===== src/rtl/input_operation_encoder.sv =====
// Button front end for the tetrimino game: synchronise, debounce and arbitrate the player buttons
// into one operation code per video frame. Define INPUT_AUTOREPEAT_EN to build the auto-repeat FSMs.
module input_operation_encoder #(
    parameter int DEBOUNCE_CYCLES = 50000,
    parameter int REPEAT_DELAY    = 12,
    parameter int REPEAT_RATE     = 4
) (
    input  logic       clk,
    input  logic       reset,
    input  logic       vsync,
    input  logic       btn_left,
    input  logic       btn_right,
    input  logic       btn_rotate,
    input  logic       btn_drop,
    input  logic       btn_start,
    output logic [2:0] operation,
    output logic [9:0] framenumber
);
    localparam int NB = 5;
    localparam int CW = $clog2(DEBOUNCE_CYCLES + 1);
    localparam logic [CW-1:0] DB_LIMIT = CW'(DEBOUNCE_CYCLES);

    localparam int B_LEFT   = 0;
    localparam int B_RIGHT  = 1;
    localparam int B_ROTATE = 2;
    localparam int B_DROP   = 3;
    localparam int B_START  = 4;

    localparam logic [2:0] OP_NONE   = 3'd0;
    localparam logic [2:0] OP_LEFT   = 3'd1;
    localparam logic [2:0] OP_RIGHT  = 3'd2;
    localparam logic [2:0] OP_ROTATE = 3'd3;
    localparam logic [2:0] OP_START  = 3'd4;
    localparam logic [2:0] OP_DROP   = 3'd5;

    logic [NB-1:0] w_btn_raw;
    logic [NB-1:0] r_btn_meta;
    logic [NB-1:0] r_btn_sync;
    logic [NB-1:0] w_btn_deb;
    logic [NB-1:0] r_btn_deb_d;
    logic [NB-1:0] w_press;
    logic [NB-1:0] w_repeat;
    logic [NB-1:0] w_event;
    logic          r_vs_meta;
    logic          r_vs_sync;
    logic          r_vs_d;
    logic          r_tick;
    logic [2:0]    w_event_code;
    logic [2:0]    r_pending;
    logic [2:0]    r_operation;
    logic [9:0]    r_framenumber;

    assign w_btn_raw = {btn_start, btn_drop, btn_rotate, btn_right, btn_left};

    always_ff @(posedge clk) begin
        if (reset) begin
            r_btn_meta  <= '0;
            r_btn_sync  <= '0;
            r_btn_deb_d <= '0;
            r_vs_meta   <= 1'b0;
            r_vs_sync   <= 1'b0;
            r_vs_d      <= 1'b0;
            r_tick      <= 1'b0;
        end else begin
            r_btn_meta  <= w_btn_raw;
            r_btn_sync  <= r_btn_meta;
            r_btn_deb_d <= w_btn_deb;
            r_vs_meta   <= vsync;
            r_vs_sync   <= r_vs_meta;
            r_vs_d      <= r_vs_sync;
            r_tick      <= r_vs_sync & ~r_vs_d;
        end
    end

    // The debounced level only moves once the synchronised level has disagreed with it
    // for DEBOUNCE_CYCLES+1 consecutive samples; any agreement restarts the count.
    genvar gi;
    generate
        for (gi = 0; gi < NB; gi++) begin : g_debounce
            logic [CW-1:0] r_db_cnt;
            logic          r_deb;

            always_ff @(posedge clk) begin
                if (reset) begin
                    r_db_cnt <= '0;
                    r_deb    <= 1'b0;
                end else if (r_btn_sync[gi] == r_deb) begin
                    r_db_cnt <= '0;
                end else if (r_db_cnt == DB_LIMIT) begin
                    r_deb    <= r_btn_sync[gi];
                    r_db_cnt <= '0;
                end else begin
                    r_db_cnt <= r_db_cnt + 1'b1;
                end
            end

            assign w_btn_deb[gi] = r_deb;
        end
    endgenerate

    assign w_press = w_btn_deb & ~r_btn_deb_d;

`ifdef INPUT_AUTOREPEAT_EN
    typedef enum logic [1:0] {
        RPT_IDLE,
        RPT_DELAY,
        RPT_REPEAT
    } rpt_state_t;

    localparam logic [5:0] DELAY_LIMIT = 6'(REPEAT_DELAY);
    localparam logic [5:0] RATE_LIMIT  = 6'(REPEAT_RATE);

    generate
        for (gi = 0; gi < NB; gi++) begin : g_repeat
            if (gi == B_LEFT || gi == B_RIGHT || gi == B_DROP) begin : g_fsm
                rpt_state_t r_state;
                logic [5:0] r_cnt;
                logic [5:0] w_cnt_inc;

                assign w_cnt_inc = r_cnt + 6'd1;
                // Injected in the tick cycle itself, so the repeat lands in the next frame's pending slot.
                assign w_repeat[gi] = r_tick && w_btn_deb[gi] &&
                                      ((r_state == RPT_DELAY  && w_cnt_inc == DELAY_LIMIT) ||
                                       (r_state == RPT_REPEAT && w_cnt_inc == RATE_LIMIT));

                always_ff @(posedge clk) begin
                    if (reset || !w_btn_deb[gi]) begin
                        r_state <= RPT_IDLE;
                        r_cnt   <= '0;
                    end else begin
                        case (r_state)
                            RPT_IDLE: begin
                                if (w_press[gi]) begin
                                    r_state <= RPT_DELAY;
                                    r_cnt   <= '0;
                                end
                            end
                            RPT_DELAY: begin
                                if (r_tick) begin
                                    if (w_cnt_inc == DELAY_LIMIT) begin
                                        r_state <= RPT_REPEAT;
                                        r_cnt   <= '0;
                                    end else begin
                                        r_cnt <= w_cnt_inc;
                                    end
                                end
                            end
                            RPT_REPEAT: begin
                                if (r_tick) begin
                                    r_cnt <= (w_cnt_inc == RATE_LIMIT) ? 6'd0 : w_cnt_inc;
                                end
                            end
                            default: begin
                                r_state <= RPT_IDLE;
                                r_cnt   <= '0;
                            end
                        endcase
                    end
                end
            end else begin : g_no_fsm
                assign w_repeat[gi] = 1'b0;
            end
        end
    endgenerate
`else
    assign w_repeat = '0;

    // Repeat timing has no effect in this build; the parameters stay so both builds share one interface.
    generate
        if (REPEAT_DELAY < 1 || REPEAT_RATE < 1) begin : g_repeat_params_unused
        end
    endgenerate
`endif

    assign w_event = w_press | w_repeat;

    always_comb begin
        w_event_code = OP_NONE;
        if (w_event[B_START]) begin
            w_event_code = OP_START;
        end else if (w_event[B_ROTATE]) begin
            w_event_code = OP_ROTATE;
        end else if (w_event[B_LEFT]) begin
            w_event_code = OP_LEFT;
        end else if (w_event[B_RIGHT]) begin
            w_event_code = OP_RIGHT;
        end else if (w_event[B_DROP]) begin
            w_event_code = OP_DROP;
        end
    end

    // On a tick the slot is emptied and refilled by the same cycle's event, so nothing is lost or merged.
    always_ff @(posedge clk) begin
        if (reset) begin
            r_pending     <= OP_NONE;
            r_operation   <= OP_NONE;
            r_framenumber <= '0;
        end else if (r_tick) begin
            r_operation   <= r_pending;
            r_framenumber <= r_framenumber + 10'd1;
            r_pending     <= w_event_code;
        end else if (r_pending == OP_NONE) begin
            r_pending <= w_event_code;
        end
    end

    assign operation   = r_operation;
    assign framenumber = r_framenumber;

endmodule


===== config.mk =====
export PLATFORM = sky130hd
export DESIGN_NAME = input_operation_encoder
export DESIGN_NICKNAME = d
export VERILOG_FILES = /design/src/rtl/input_operation_encoder.sv
export SDC_FILE = /design/constraint.sdc
export NUM_CORES = 1
export LEC_CHECK = 0
export BUFFER_PORTS_ARGS = -buffer_cell sky130_fd_sc_hd__buf_2
export CORE_AREA = 2 2 91 93
export CTS_CLUSTER_DIAMETER = 100
export DETAILED_ROUTE_END_ITERATION = 10
export DIE_AREA = 0 0 93 95
export PLACE_DENSITY = 0.84
export SLEW_MARGIN = 5
export SYNTH_ARGS = -nofsm -noshare
export SYNTH_HDL_FRONTEND = slang
export SYNTH_SLANG_ARGS = --single-unit

===== constraint.sdc =====
create_clock -name clk -period 3.3 [get_ports clk]
set_input_delay 0.495 -clock clk [delete_from_list [all_inputs] [get_ports clk]]
set_output_delay 0.495 -clock clk [all_outputs]
set_load 0.05 [all_outputs]

==> results of run 1 <==
[flip-flops by register name, indices dropped and copies added (netlist names)]
name,cells
r_vs_meta,1
r_btn_deb_d,5
r_btn_sync,5
r_tick,1
r_vs_d,1
framenumber,10
g_debounce.r_db_cnt,80
r_pending,3
operation,3
g_debounce.r_deb,5
r_btn_meta,5
r_vs_sync,1
[report_power, final]
| part | total (mW) | leakage [nW] | switching (mW) | internal [mW] |
|---|---|---|---|---|
| combinational | 0.0366 | 0.661 | 0.0236 | 0.0130 |
| sequential | 1.47 | 0.969 | 0.00710 | 1.46 |
| clock | 1.64 | 0.261 | 0.609 | 1.03 |
[metal layers]
metal | part of all wire [%] | GRT usage (%) | wire, um
met5 | 0 | 0 | 0
met2 | 51 | 41.30 | 4884
met1 | 42 | 26.15 | 4038
met4 | 2.3 | 13.11 | 214
met3 | 3.9 | 5.427 | 371
[cells in the mapped netlist (3+ instances only)]
| cell type | instances | area, um2 |
|---|---|---|
| sky130_fd_sc_hd__inv_1 | 27 | 101.4 |
| sky130_fd_sc_hd__and4_1 | 3 | 26.28 |
| sky130_fd_sc_hd__nor3_1 | 14 | 70.07 |
| sky130_fd_sc_hd__and3_1 | 7 | 43.79 |
| sky130_fd_sc_hd__xnor2_1 | 55 | 481.7 |
| sky130_fd_sc_hd__mux2i_1 | 9 | 90.09 |
| sky130_fd_sc_hd__nor4_1 | 19 | 118.9 |
| sky130_fd_sc_hd__xor2_1 | 25 | 219.0 |
| sky130_fd_sc_hd__ha_1 | 11 | 137.6 |
| sky130_fd_sc_hd__clkbuf_1 | 7 | 26.28 |
| sky130_fd_sc_hd__nand4b_1 | 4 | 35.03 |
| sky130_fd_sc_hd__or4b_1 | 3 | 30.03 |
| sky130_fd_sc_hd__nor4_2 | 4 | 50.05 |
| sky130_fd_sc_hd__nand4_1 | 22 | 137.6 |
| sky130_fd_sc_hd__o21ai_0 | 6 | 30.03 |
| sky130_fd_sc_hd__buf_2 | 3 | 15.01 |
| sky130_fd_sc_hd__nand3_1 | 33 | 165.2 |
| sky130_fd_sc_hd__or4_1 | 5 | 37.54 |
| sky130_fd_sc_hd__a21oi_1 | 5 | 25.02 |
| sky130_fd_sc_hd__nand2_1 | 18 | 67.56 |
| sky130_fd_sc_hd__dfxtp_1 | 120 | 2402 |
| sky130_fd_sc_hd__nand2b_1 | 3 | 18.77 |
| sky130_fd_sc_hd__or3_1 | 9 | 56.30 |
| sky130_fd_sc_hd__nor2b_1 | 21 | 131.4 |
| sky130_fd_sc_hd__nor2_1 | 105 | 394.1 |
| sky130_fd_sc_hd__buf_4 | 4 | 30.03 |
[area by class of cell]
class / instances / area [um2] / area share [%]
Inverter: 27 / 101.3 / 1.753
Tap cell: 105 / 131.4 / 2.272
Timing Repair Buffer: 20 / 100.1 / 1.731
Clock buffer: 23 / 456.7 / 7.899
Clock inverter: 9 / 75.07 / 1.298
Sequential cell: 120 / 2402 / 41.55
Multi-Input combinational cell: 397 / 2515 / 43.50
[cell families (layout without fill, tap and decap cells)]
kind of cell             after synthesis  count (layout)  synth area share [%]
AND/OR/NAND/NOR                      281             281                 29.22
flip-flops                           120             120                 47.06
XOR/XNOR                              80              80                 13.73
adder cells (fa/ha/maj)               11              11                 2.696
AO/OA/AOI/OAI                         16              16                 1.863
multiplexers                           9               9                 1.765
buffers and inverters                 43              79                 3.676
[worst paths after layout]
check | cells past startpoint | slack (ns) | end | from
worst max-delay path | 4 | 1.25 | g_debounce[0].r_db_cnt[8] | g_debounce[0].r_db_cnt[11]
worst min-delay path | 2 | 0.19 | r_btn_meta[4] | btn_start
worst max register to register | 4 | 1.25 | g_debounce[0].r_db_cnt[8] | g_debounce[0].r_db_cnt[11]
worst min register to register | 1 | 0.41 | r_tick | r_vs_d
==> run summary, run 1 <==
The flow ran to the end, and the final reports show no timing, DRC or antenna violations. The portion of the clock cycle consumed by the worst path in the final layout is 62.20%. The number of nets in the synthesized netlist is 579. Buffers added to address setup during post-CTS repair amount to 0. On the critical path the largest part of the delay comes from simple AND/OR/NAND/NOR gates. The routed design could run at a clock period as short as 2.053 ns. The H-tree generated during clock tree synthesis spans 4 levels. Setup repair after global routing left no endpoint under its margin.

The first detailed-routing pass took 5 iterations. Counting flops with an async set or reset pin after synthesis yields a share of 0%. The placement-stage cell area is approximately 0.0053 mm2.

The antenna cell count came out at 0. The total clock buffers created by CTS is 17. The die extent in y came out at ~95 um. In the synthesized netlist the dominant register cell turns out to be sky130_fd_sc_hd__dfxtp_1.

The sort of element at the end of the critical path is a flop. The maximum number of pins on one net before global-route repair came out at 45. The register bit count reported by yosys came out at 120. The number of global-route vias before repair came to slightly below 4000. The library cells used most frequently in the layout, excluding fill and tap cells, are 120 x sky130_fd_sc_hd__dfxtp_1, 105 x sky130_fd_sc_hd__nor2_1, 55 x sky130_fd_sc_hd__xnor2_1. The power per cell area came out at 543.0 mW/mm2.

The per-cell routed wire length is between 10 and 15 um. TritonCTS built the clock tree. The worst setup path is launched from a flop. The number of buffers inserted by hold repair at cts is 0. The die outline area came out at 0.008835 mm2. The per-cell via count in the routed design came out at 5.545. Across the run, the number of max-cap violations was 0. The worst slack on hold paths is 0.1896 ns. The aggregate negative setup slack came out at 0 ns. The share of the yosys chip area belonging to registers came out at 47.06%. The cell count after placement is 669.

Among all stages on the critical path, the largest delay is contributed by sky130_fd_sc_hd__or4b_1. The overall via count from detail_route is 3887. The clock slew at the register clock pins of the worst setup and hold paths is around 0.05 ns. The clock tree buffer depth came out at 2. The summed area of non-filler cells in the final layout came out at 0.005782 mm2. The commonest non-fill, non-tap cell in the layout is sky130_fd_sc_hd__dfxtp_1. The number of I/O pins is 21. The highest cell delay on the worst timing path came out at roughly 0.57 ns. The initial antenna violation count is 0. The number of synthesized flops with an enable pin came out at 0.

The number of endpoints with negative hold slack in the final report was 0. Headroom to the max-slew limit came out at 48.99%. The final worst-path setup slack came out at 1.247 ns. The area of the mapped netlist came out at around 0.005 mm2. Synthesis instantiated 44 different standard cells from the library. For the final database, setup skew stands at 0.005769 ns. The signal on the critical path passes through or4b_1 > nor4_2 > or3_1 > nor2_1. The overall power consumption came out at 3.140 mW. The transition time of the tightest slew-check pin is between 0.7 and 0.8 ns. The total routed wirelength came out at ~9.5 mm. VDD sags by at most 387.2 uV. For this run, the number of Yosys warnings is 0.

Routability-driven placement finished with a final weighted congestion of 0.8483. The final setup violation count is 0. The final standard cell utilization of the core is between 70 and 80%.

Prior to clock tree synthesis, the placed netlist has a worst setup slack of 1.302 ns. The leakage power total is 1.891 nW. Once layout is complete, the cells apart from fillers number 701. STA puts the critical path data arrival time at between 2 and 2.5 ns. The fraction of layout cells with a size suffix above 1 came out at 9.228%.

The post-synthesis to final-layout area growth came out at 13.26%. In this run the worst hold path is classified as input port to flop. After floorplanning, the core was divided into 33 placement rows. Gates resized during post-CTS repair numbered 0. The starting density of the core came out at between 60% and 70%.

The total number of clock tree sinks is 120. In this run the clock root is driven by a sky130_fd_sc_hd__clkbuf_8. The iteration-0 DRC count of the detailed router is 240. The number of port buffers came out at 20. For this run, the total global-route usage over all layers was measured as a little under a quarter. The count of buffering cells on the critical path with inverters included is 0. The startpoint-to-endpoint class of the critical path is flop to flop. After detailed routing, the number of remaining DRC violations is 0. For this run, the post-layout net count is 602. The synthesized instance count is 560. For this run, the top clock speed supported by timing is 487.2 MHz. The average instance in the mapped netlist occupies between 9 and 10 um2. The wire length of the first global-routing pass is 16.35 mm. Detailed placement finished with a half-perimeter wire length of 5.971 mm.

For this run the aggregate overflow at the end of global routing stands at 0. The detail route stage leaves a number of antenna-violating nets equal to 0. The core region is 0.007928 mm2. At the later pin of the worst-skew pair, clock insertion delay measures 0.51 ns. The number of fill cells in the layout came out at 567. The die extent in x is 93 um. The worst-path maximum fanout came out at 16. The max-slew violation count came to 0. The endpoint required time on the critical path came out at 3.68 ns.
(Power assumes the default switching activity.)
==> run 2, diff against run 1 <==
--- a/config.mk
+++ b/config.mk
@@ -6,11 +6,11 @@
 export NUM_CORES = 1
 export LEC_CHECK = 0
 export BUFFER_PORTS_ARGS = -buffer_cell sky130_fd_sc_hd__buf_2
-export CORE_AREA = 2 2 91 93
+export CORE_AREA = 2 2 100 102
 export CTS_CLUSTER_DIAMETER = 100
 export DETAILED_ROUTE_END_ITERATION = 10
-export DIE_AREA = 0 0 93 95
-export PLACE_DENSITY = 0.84
+export DIE_AREA = 0 0 102 104
+export PLACE_DENSITY = 0.74
 export SLEW_MARGIN = 5
 export SYNTH_ARGS = -nofsm -noshare
 export SYNTH_HDL_FRONTEND = slang
==> constraint.sdc (replaced) <==
create_clock -name clk -period 1.8 [get_ports clk]
set_input_delay 0.27 -clock clk [delete_from_list [all_inputs] [get_ports clk]]
set_output_delay 0.27 -clock clk [all_outputs]
set_load 0.05 [all_outputs]
==> run 2 against run 1 <==
Effect of this change:
- sequential power rose by 83%
- worst setup slack worse by 1.2 ns
- hold slack got worse by 0.011 ns
- power increased by 100%
- highest routed layer unchanged
==> run summary, run 2 (synthesis results as in run 1) <==
The highest clock frequency the design can meet came out at 580.0 MHz (+19%). The number of flip-flops under the largest register name came out at 80 (unchanged). The startpoint identified for the worst hold timing path is reset. The summed area of non-filler cells in the final layout is 0.006238 mm2 (+7.9%). The maximum level of the CTS H-tree was 4 (unchanged). The die extent in x is 102 um (+9.7%). The core outline area came to 0.009549 mm2 (+20%). The per-cell via count in the routed design is 5.180 (-6.6%). The clock tree buffer depth is 2 (unchanged).

The endpoint required time on the critical path is 2.26 ns (-1.42 ns). The max-cap check violation count is 0 (unchanged). The maximum vdd drop came out at 705.3 uV (+82%).

STA classifies the critical path endpoint as a flop. The initial antenna violation count came out at 0 (unchanged). TritonCTS built the clock tree. The source-to-sink clock delay at the later pin of the worst-skew pair is 0.53 ns (+0.02 ns). The cell count after placement is 724 (+8.2%). The final setup violation count is 0 (unchanged). The number of I/O pins is 21 (unchanged). Clock tree synthesis selected as its root buffer the cell sky130_fd_sc_hd__clkbuf_8. The remaining antenna violation count after routing is 0 (unchanged). The remaining routing DRC violations came out at 0 (unchanged).

The worst clock skew came out at 0.006329 ns (+0.0005606 ns). The cell depth of the worst flop-to-flop path is 4 (unchanged). The final weighted congestion in routability-driven placement is 0.8314 (-2.0%). The die extent in y came out at 104 um (+9.5%).

The number of standard cells in the layout, taps in and fillers out was 762 (+8.7%). The worst reg-to-reg setup slack is 0.08 ns (-1.17 ns). The leakage power total is 2.118 nW (+12%). The multi-input gate area in the final layout came to 0.002536 mm2 (+0.85%). The startpoint identified for the worst register-to-register timing path is g_debounce[2].r_db_cnt[3]. For hold timing, the worst endpoint is r_btn_deb_d[0]. The arrival time reported for the critical path endpoint came out at 2.19 ns (-0.24 ns). The maximum number of pins on one net before global-route repair was 28 (-38%). The first-pass iteration count of the detailed router came out at 4 (-1).

The overall via count from detail_route came out at 3947 (+1.5%). The final-stage net count is 635 (+5.5%). g_debounce.r_db_cnt holds more flip-flops than any other register. The tightest min-delay check is of the input port to flop type. In the layout the commonest cells are 120 x sky130_fd_sc_hd__dfxtp_1, 105 x sky130_fd_sc_hd__nor2_1, 55 x sky130_fd_sc_hd__xnor2_1.

From synthesis to final layout, the design area changed by 22.21%. The time the worst path needs with I/O delays and setup came out at 1.724 ns (-0.3284 ns). The number of global-route vias before repair is 3921 (+1.5%).

The max-slew violation count is 0 (unchanged). The portion of the clock cycle consumed by the worst path in the final layout was 95.78% (+34 points). The die outline area came out at 0.01061 mm2 (+20%). The fraction of layout cells with a size suffix above 1 came out at 13.67% (+4.4 points). The transition time of the tightest slew-check pin is 0.4669 ns (-0.2982 ns). The power per cell area came to 1020 mW/mm2 (+88%). The total number of clock tree sinks is 120 (unchanged). The per-cell routed wire length came out at 12.37 um (-8.8%). The post-detailed-placement half-perimeter wirelength came out at 6.446 mm (+8.0%). The buffers inserted during post-CTS setup optimization came to 0 (unchanged). The number of endpoints with negative hold slack in the final report is 0 (unchanged). The starting density of the core came out at 53.46% (-11 points). The placement-stage cell area is 0.005525 mm2 (+5.2%). The aggregate negative setup slack came out at 0 ns (unchanged). The worst-path maximum fanout came out at 6 (-10). The reg-to-reg critical path endpoint is g_debounce[2].r_db_cnt[15]. The sequential cell area is 0.002402 mm2 (unchanged). The antenna cell count came to 0 (unchanged). The run finished with clean final reports. The wire length of the first global-routing pass was 16.72 mm (+2.2%). The total routed wirelength was 9.428 mm (-0.84%). The total clock buffers created by CTS is 17 (unchanged). STA classifies the critical path startpoint as a flop. The total global routing track utilization was 19.72% (-3.7 points). The hold-critical path depth came out at 2 (unchanged). The iteration-0 DRC count of the detailed router came out at 165 (-31%).

The number of cell rows is 36 (+9.1%). The startpoint-to-endpoint class of the critical path is flop to flop. The clock slew at the register clock pins of the worst setup and hold paths came out at 0.06 ns (about the same). The number of port buffers is 20 (unchanged). The commonest non-fill, non-tap cell in the layout is sky130_fd_sc_hd__dfxtp_1. The overflow left after global routing is 0 (unchanged). The number of fill cells in the layout is 772 (+36%). The worst slew slack as a fraction of its limit came out at 68.87% (+20 points).
==> run 2: cell types whose count changed in the layout (fill, tap and decap cells not counted), moves of 2 or more <==
cell and change:
sky130_fd_sc_hd__buf_4 +24, sky130_fd_sc_hd__dlygate4sd3_1 +6, sky130_fd_sc_hd__bufinv_16 +4, sky130_fd_sc_hd__buf_12 +3
sky130_fd_sc_hd__clkbuf_1 -3, sky130_fd_sc_hd__nor4_2 -2, sky130_fd_sc_hd__nor4_4 +2
==> run 2: worst max path at each step <==
stage                                           from                    endpoint  slack (ns)  depth (start not counted)
after global placement    g_debounce[0].r_db_cnt[12]         g_debounce[0].r_deb        0.12                          5
final                      g_debounce[2].r_db_cnt[3]  g_debounce[2].r_db_cnt[15]        0.08                          4
after CTS                  g_debounce[0].r_db_cnt[7]  g_debounce[0].r_db_cnt[15]        0.06                          5
after global routing       g_debounce[0].r_db_cnt[7]         g_debounce[0].r_deb      -0.005                          5
after detailed placement  g_debounce[0].r_db_cnt[12]  g_debounce[0].r_db_cnt[15]        0.06                          5
after floorplan           g_debounce[2].r_db_cnt[12]  g_debounce[2].r_db_cnt[10]        0.07                          6
==> run 2: what timing repair did <==
item / 4_1_cts / 5_1_grt
endpoints found under the hold margin: 6 / 0
hold buffers: 6 / 0
endpoints found under the setup margin: 0 / 26
gates resized for setup: 0 / 3
==> run 2: routing by layer <==
layer / routed length, um / up-vias / global-route usage (%)
met4: 202 / 0 / 8.381
met3: 303 / 20 / 7.460
li1: - / 2012 / -
met5: 0 / - / 0
met2: 4816 / 51 / 33.74
met1: 4104 / 1864 / 21.51
==> run 2: worst max-delay path: stages, from the launching register on <==
cell and delay, ns:
sky130_fd_sc_hd__dfxtp_1 0.46, sky130_fd_sc_hd__nand4_4 0.13, sky130_fd_sc_hd__or4_4 0.56, sky130_fd_sc_hd__or3_1 0.38, sky130_fd_sc_hd__a21oi_2 0.13
==> run 2: area by class of cell <==
type / count / area share (%)
multi-input combinational: 397 / 40.65
clock buffer: 19 / 6.919
tap: 133 / 2.667
sequential: 120 / 38.51
inverter: 27 / 1.625
timing repair buffer: 53 / 6.418
clock inverter: 13 / 3.209
==> run 2: metrics by stage <==
stage | power [mW] | util [%] | hold WS [ns] | worst slack (ns)
after CTS | 6.425 | 65.11 | 0.1564 | 0.05603
after global routing | 6.560 | 65.33 | 0.2033 | -0.005328
after floorplan | 2.796 | - | 0.3491 | 0.07335
after global placement | 2.823 | 57.86 | 0.3761 | 0.1190
final | 6.363 | 65.33 | 0.1786 | 0.07590
after detailed placement | 2.826 | 57.86 | 0.3769 | 0.06468
==> run 2: where the power goes <==
group,leakage [nW],switching [mW],internal (mW)
Combinational,0.837,0.0486,0.0438
Clock,0.312,1.17,2.41
Sequential,0.969,0.0111,2.68
==> run 3, diff against run 2 <==
--- a/config.mk
+++ b/config.mk
@@ -6,11 +6,13 @@
 export NUM_CORES = 1
 export LEC_CHECK = 0
 export BUFFER_PORTS_ARGS = -buffer_cell sky130_fd_sc_hd__buf_2
-export CORE_AREA = 2 2 100 102
+export CELL_PAD_IN_SITES_DETAIL_PLACEMENT = 1
+export CELL_PAD_IN_SITES_GLOBAL_PLACEMENT = 1
+export CORE_AREA = 2 2 112 114
 export CTS_CLUSTER_DIAMETER = 100
 export DETAILED_ROUTE_END_ITERATION = 10
-export DIE_AREA = 0 0 102 104
-export PLACE_DENSITY = 0.74
+export DIE_AREA = 0 0 114 116
+export PLACE_DENSITY_LB_ADDON = 0.1
 export SLEW_MARGIN = 5
 export SYNTH_ARGS = -nofsm -noshare
 export SYNTH_HDL_FRONTEND = slang
==> run 3 against run 2 <==
Effect of this change:
- cell count is 1.7% higher
- non-clock buffer count stayed put
- register-to-register slack hardly changed
- critical path type unchanged
- critical endpoint is now g_debounce[4].r_db_cnt[14]
- highest routed layer unchanged
==> run summary, run 3 (synthesis results as in run 1) <==
The arrival time reported for the critical path endpoint is 2.03 ns (-0.16 ns). The number of endpoints with negative hold slack in the final report was 0 (unchanged). The number of port buffers came out at 20 (unchanged). The starting density of the core came out at 42.86% (-11 points). The worst slew slack as a fraction of its limit came out at 71.60% (+2.7 points). The clock slew at the register clock pins of the worst setup and hold paths is 0.05 ns (about the same).

The power per cell area is 1031 mW/mm2 (+1.0%). The time the worst path needs with I/O delays and setup is 1.730 ns (+0.005745 ns). TritonCTS built the clock tree. The largest register by flop count is g_debounce.r_db_cnt.

The path with the worst hold slack has its endpoint at r_btn_meta[1]. The number of buffers inserted by hold repair at cts came out at 0 (-6). The initial antenna violation count is 0 (unchanged). The startpoint-to-endpoint class of the critical path is flop to flop. The per-cell routed wire length came out at 14.59 um (+18%).

The count of buffering cells on the critical path with inverters included came out at 1 (+1). The cell depth of the worst flop-to-flop path is 5 (+1). The number of fill cells in the layout came out at 1356 (+76%). The per-cell via count in the routed design came out at 5.178 (about the same). The highest clock frequency the design can meet is 578.1 MHz (-0.33%). The number of I/O pins was 21 (unchanged). Setup repair after global routing left no endpoint under its margin. The transition time of the tightest slew-check pin came to 0.4222 ns (-0.04476 ns). The aggregate negative setup slack is 0 ns (unchanged).

The remaining routing DRC violations came to 0 (unchanged). The post-detailed-placement half-perimeter wirelength is 7.687 mm (+19%). The final setup violation count came to 0 (unchanged).

The core outline area is 0.01191 mm2 (+25%). The iteration-0 DRC count of the detailed router is 169 (+2.4%). The total global routing track utilization was 18.75% (-0.97 points). The worst register-to-register path begins at g_debounce[4].r_db_cnt[11].

The source-to-sink clock delay at the later pin of the worst-skew pair came out at 0.42 ns (-0.11 ns). The number of cell rows came out at 40 (+11%). The signal on the critical path passes through or4b_1 > nor4_2 > or3_1 > buf_12 > nor2_1. The maximum number of pins on one net before global-route repair came out at 21 (-25%). The total number of clock tree sinks is 120 (unchanged). The total clock buffers created by CTS came out at 17 (unchanged). The remaining antenna violation count after routing is 0 (unchanged). The highest cell delay on the worst timing path came to 0.54 ns (-0.02 ns).

The overall via count from detail_route was 4013 (+1.7%). The total routed wirelength came out at 11.30 mm (+20%). The final weighted congestion in routability-driven placement is 0.8101 (-2.6%). The number of global-route vias before repair is 4174 (+6.5%). The worst-path maximum fanout is 16 (+10). The clock tree buffer depth is 2 (unchanged). The overflow left after global routing came out at 0 (unchanged).

Compared with the post-synthesis result, the final layout area differs by 22.72%. The final worst-path setup slack came out at 0.07015 ns (-0.005745 ns). The antenna cell count came out at 0 (unchanged). In this run the most critical hold path is launched from btn_right. The die outline area is 0.01322 mm2 (+25%).

The leakage power total is 2.136 nW (+0.82%). The flow ran to the end, and the final reports show no timing, DRC or antenna violations. The first-pass iteration count of the detailed router came out at 4 (unchanged). The maximum vdd drop was 743.8 uV (+5.5%). The wire length of the first global-routing pass came out at 19.55 mm (+17%). The tree is rooted in a sky130_fd_sc_hd__clkbuf_16. The hold-critical path depth came out at 2 (unchanged). The worst slack after detailed placement came out at 0.07334 ns (+0.008669 ns). The die extent in x is 114 um (+12%). In this run the critical register-to-register path is captured at g_debounce[4].r_db_cnt[14].

Leaving out fill and tap cells, the most frequent cell in the layout is sky130_fd_sc_hd__dfxtp_1. The final-stage net count was 635 (unchanged). The number of flip-flops under the largest register name is 80 (unchanged).

The portion of the clock cycle consumed by the worst path in the final layout is 96.10% (+0.32 points). The worst setup path is launched from a flop. Leaving out fill and tap cells, the most frequent cells in the layout are 119 x sky130_fd_sc_hd__dfxtp_1, 105 x sky130_fd_sc_hd__nor2_1, 55 x sky130_fd_sc_hd__xnor2_1.

The die extent in y is 116 um (+12%). The fraction of layout cells with a size suffix above 1 was 14.81% (+1.1 points). The max-cap check violation count came out at 0 (unchanged). The min-delay analysis places its worst path in the category input port to flop.

The cell family contributing the most delay on the critical path is simple AND/OR/NAND/NOR gates. The endpoint required time on the critical path is 2.10 ns (-0.16 ns). The maximum level of the CTS H-tree came out at 4 (unchanged). On the critical path, the stage with the largest delay is an instance of sky130_fd_sc_hd__or4b_1. The worst setup path is captured at a flop. The max-slew violation count is 0 (unchanged).

The worst clock skew came out at 0.004144 ns (-0.002186 ns). The worst reg-to-reg setup slack came out at 0.07 ns (about the same).
==> run 3: cell count changes in the layout (fill, tap and decap cells not counted) <==
| cell | change |
|---|---|
| sky130_fd_sc_hd__or3_1 | -1 |
| sky130_fd_sc_hd__dfxtp_2 | +1 |
| sky130_fd_sc_hd__buf_4 | +6 |
| sky130_fd_sc_hd__bufinv_16 | -1 |
| sky130_fd_sc_hd__dlygate4sd3_1 | -6 |
| sky130_fd_sc_hd__clkbuf_16 | +1 |
| sky130_fd_sc_hd__dfxtp_1 | -1 |
| sky130_fd_sc_hd__inv_6 | -1 |
| sky130_fd_sc_hd__or3_4 | +1 |
| sky130_fd_sc_hd__clkinv_2 | -3 |
| sky130_fd_sc_hd__clkinv_4 | -1 |
| sky130_fd_sc_hd__clkbuf_8 | +4 |
==> run 3: what timing repair did <==
action                                 4_1_cts  5_1_grt
resized for setup                            0        5
setup endpoints to repair                    0       10
setup buffers                                0        0
endpoints found under the hold margin        0        0
==> run 3: metrics by stage <==
step | util (%) | total power, mW | cell area [um2] | hold slack [ns] | std cells
4_1_cts | 52.36 | 6.535 | 6237 | 0.04476 | 775
5_1_grt | 52.59 | 6.678 | 6265 | 0.06380 | 775
6_report | 52.59 | 6.456 | 6265 | 0.06605 | 775
3_5_place_dp | 46.91 | 2.833 | 5588 | 0.3886 | 744
3_3_place_gp | 46.91 | 2.831 | 5588 | 0.3723 | 744
2_1_floorplan | - | 2.796 | 5105 | 0.3491 | 560
==> run 3: report_power, final <==
part	internal [mW]	total [mW]	switching, mW	leakage (nW)
Combinational	0.0380	0.0886	0.0507	0.848
Sequential	2.68	2.69	0.0111	0.970
Clock	2.52	3.68	1.16	0.318
==> run 3: how the worst max path moves through the flow <==
stage | to | cells past startpoint | from
floorplan | g_debounce[2].r_db_cnt[10] | 6 | g_debounce[2].r_db_cnt[12]
global placement | g_debounce[1].r_db_cnt[2] | 5 | g_debounce[1].r_db_cnt[12]
detailed placement | g_debounce[0].r_deb | 5 | g_debounce[0].r_db_cnt[13]
CTS | g_debounce[0].r_deb | 5 | g_debounce[0].r_db_cnt[13]
global route | g_debounce[4].r_db_cnt[14] | 5 | g_debounce[4].r_db_cnt[11]
finish | g_debounce[4].r_db_cnt[14] | 5 | g_debounce[4].r_db_cnt[11]
==> run 3: final cells by class <==
cell class | count | area, um2 | area share (%)
clock buffers | 24 | 511.7 | 8.169
clock inverters | 7 | 137.6 | 2.197
inverters | 27 | 101.3 | 1.618
multi-input cells | 397 | 2541 | 40.56
flip-flops and latches | 120 | 2404 | 38.37
well taps | 147 | 183.9 | 2.936
repair buffers | 53 | 385.4 | 6.151
==> run 3: layer usage <==
layer / GRT usage (%) / wire [um] / vias up
li1: - / - / 2007
met1: 22.18 / 5285 / 1942
met2: 31.71 / 5476 / 44
met3: 5.492 / 331 / 20
met4: 8.374 / 212 / 0
met5: 0 / 0 / -
==> run 3: worst reg2reg max path, stage by stage (launching register included) <==
cell and delay, ns:
sky130_fd_sc_hd__dfxtp_1 0.35, sky130_fd_sc_hd__or4b_1 0.55, sky130_fd_sc_hd__nor4_2 0.29, sky130_fd_sc_hd__or3_1 0.21, sky130_fd_sc_hd__buf_12 0.15, sky130_fd_sc_hd__nor2_1 0.07
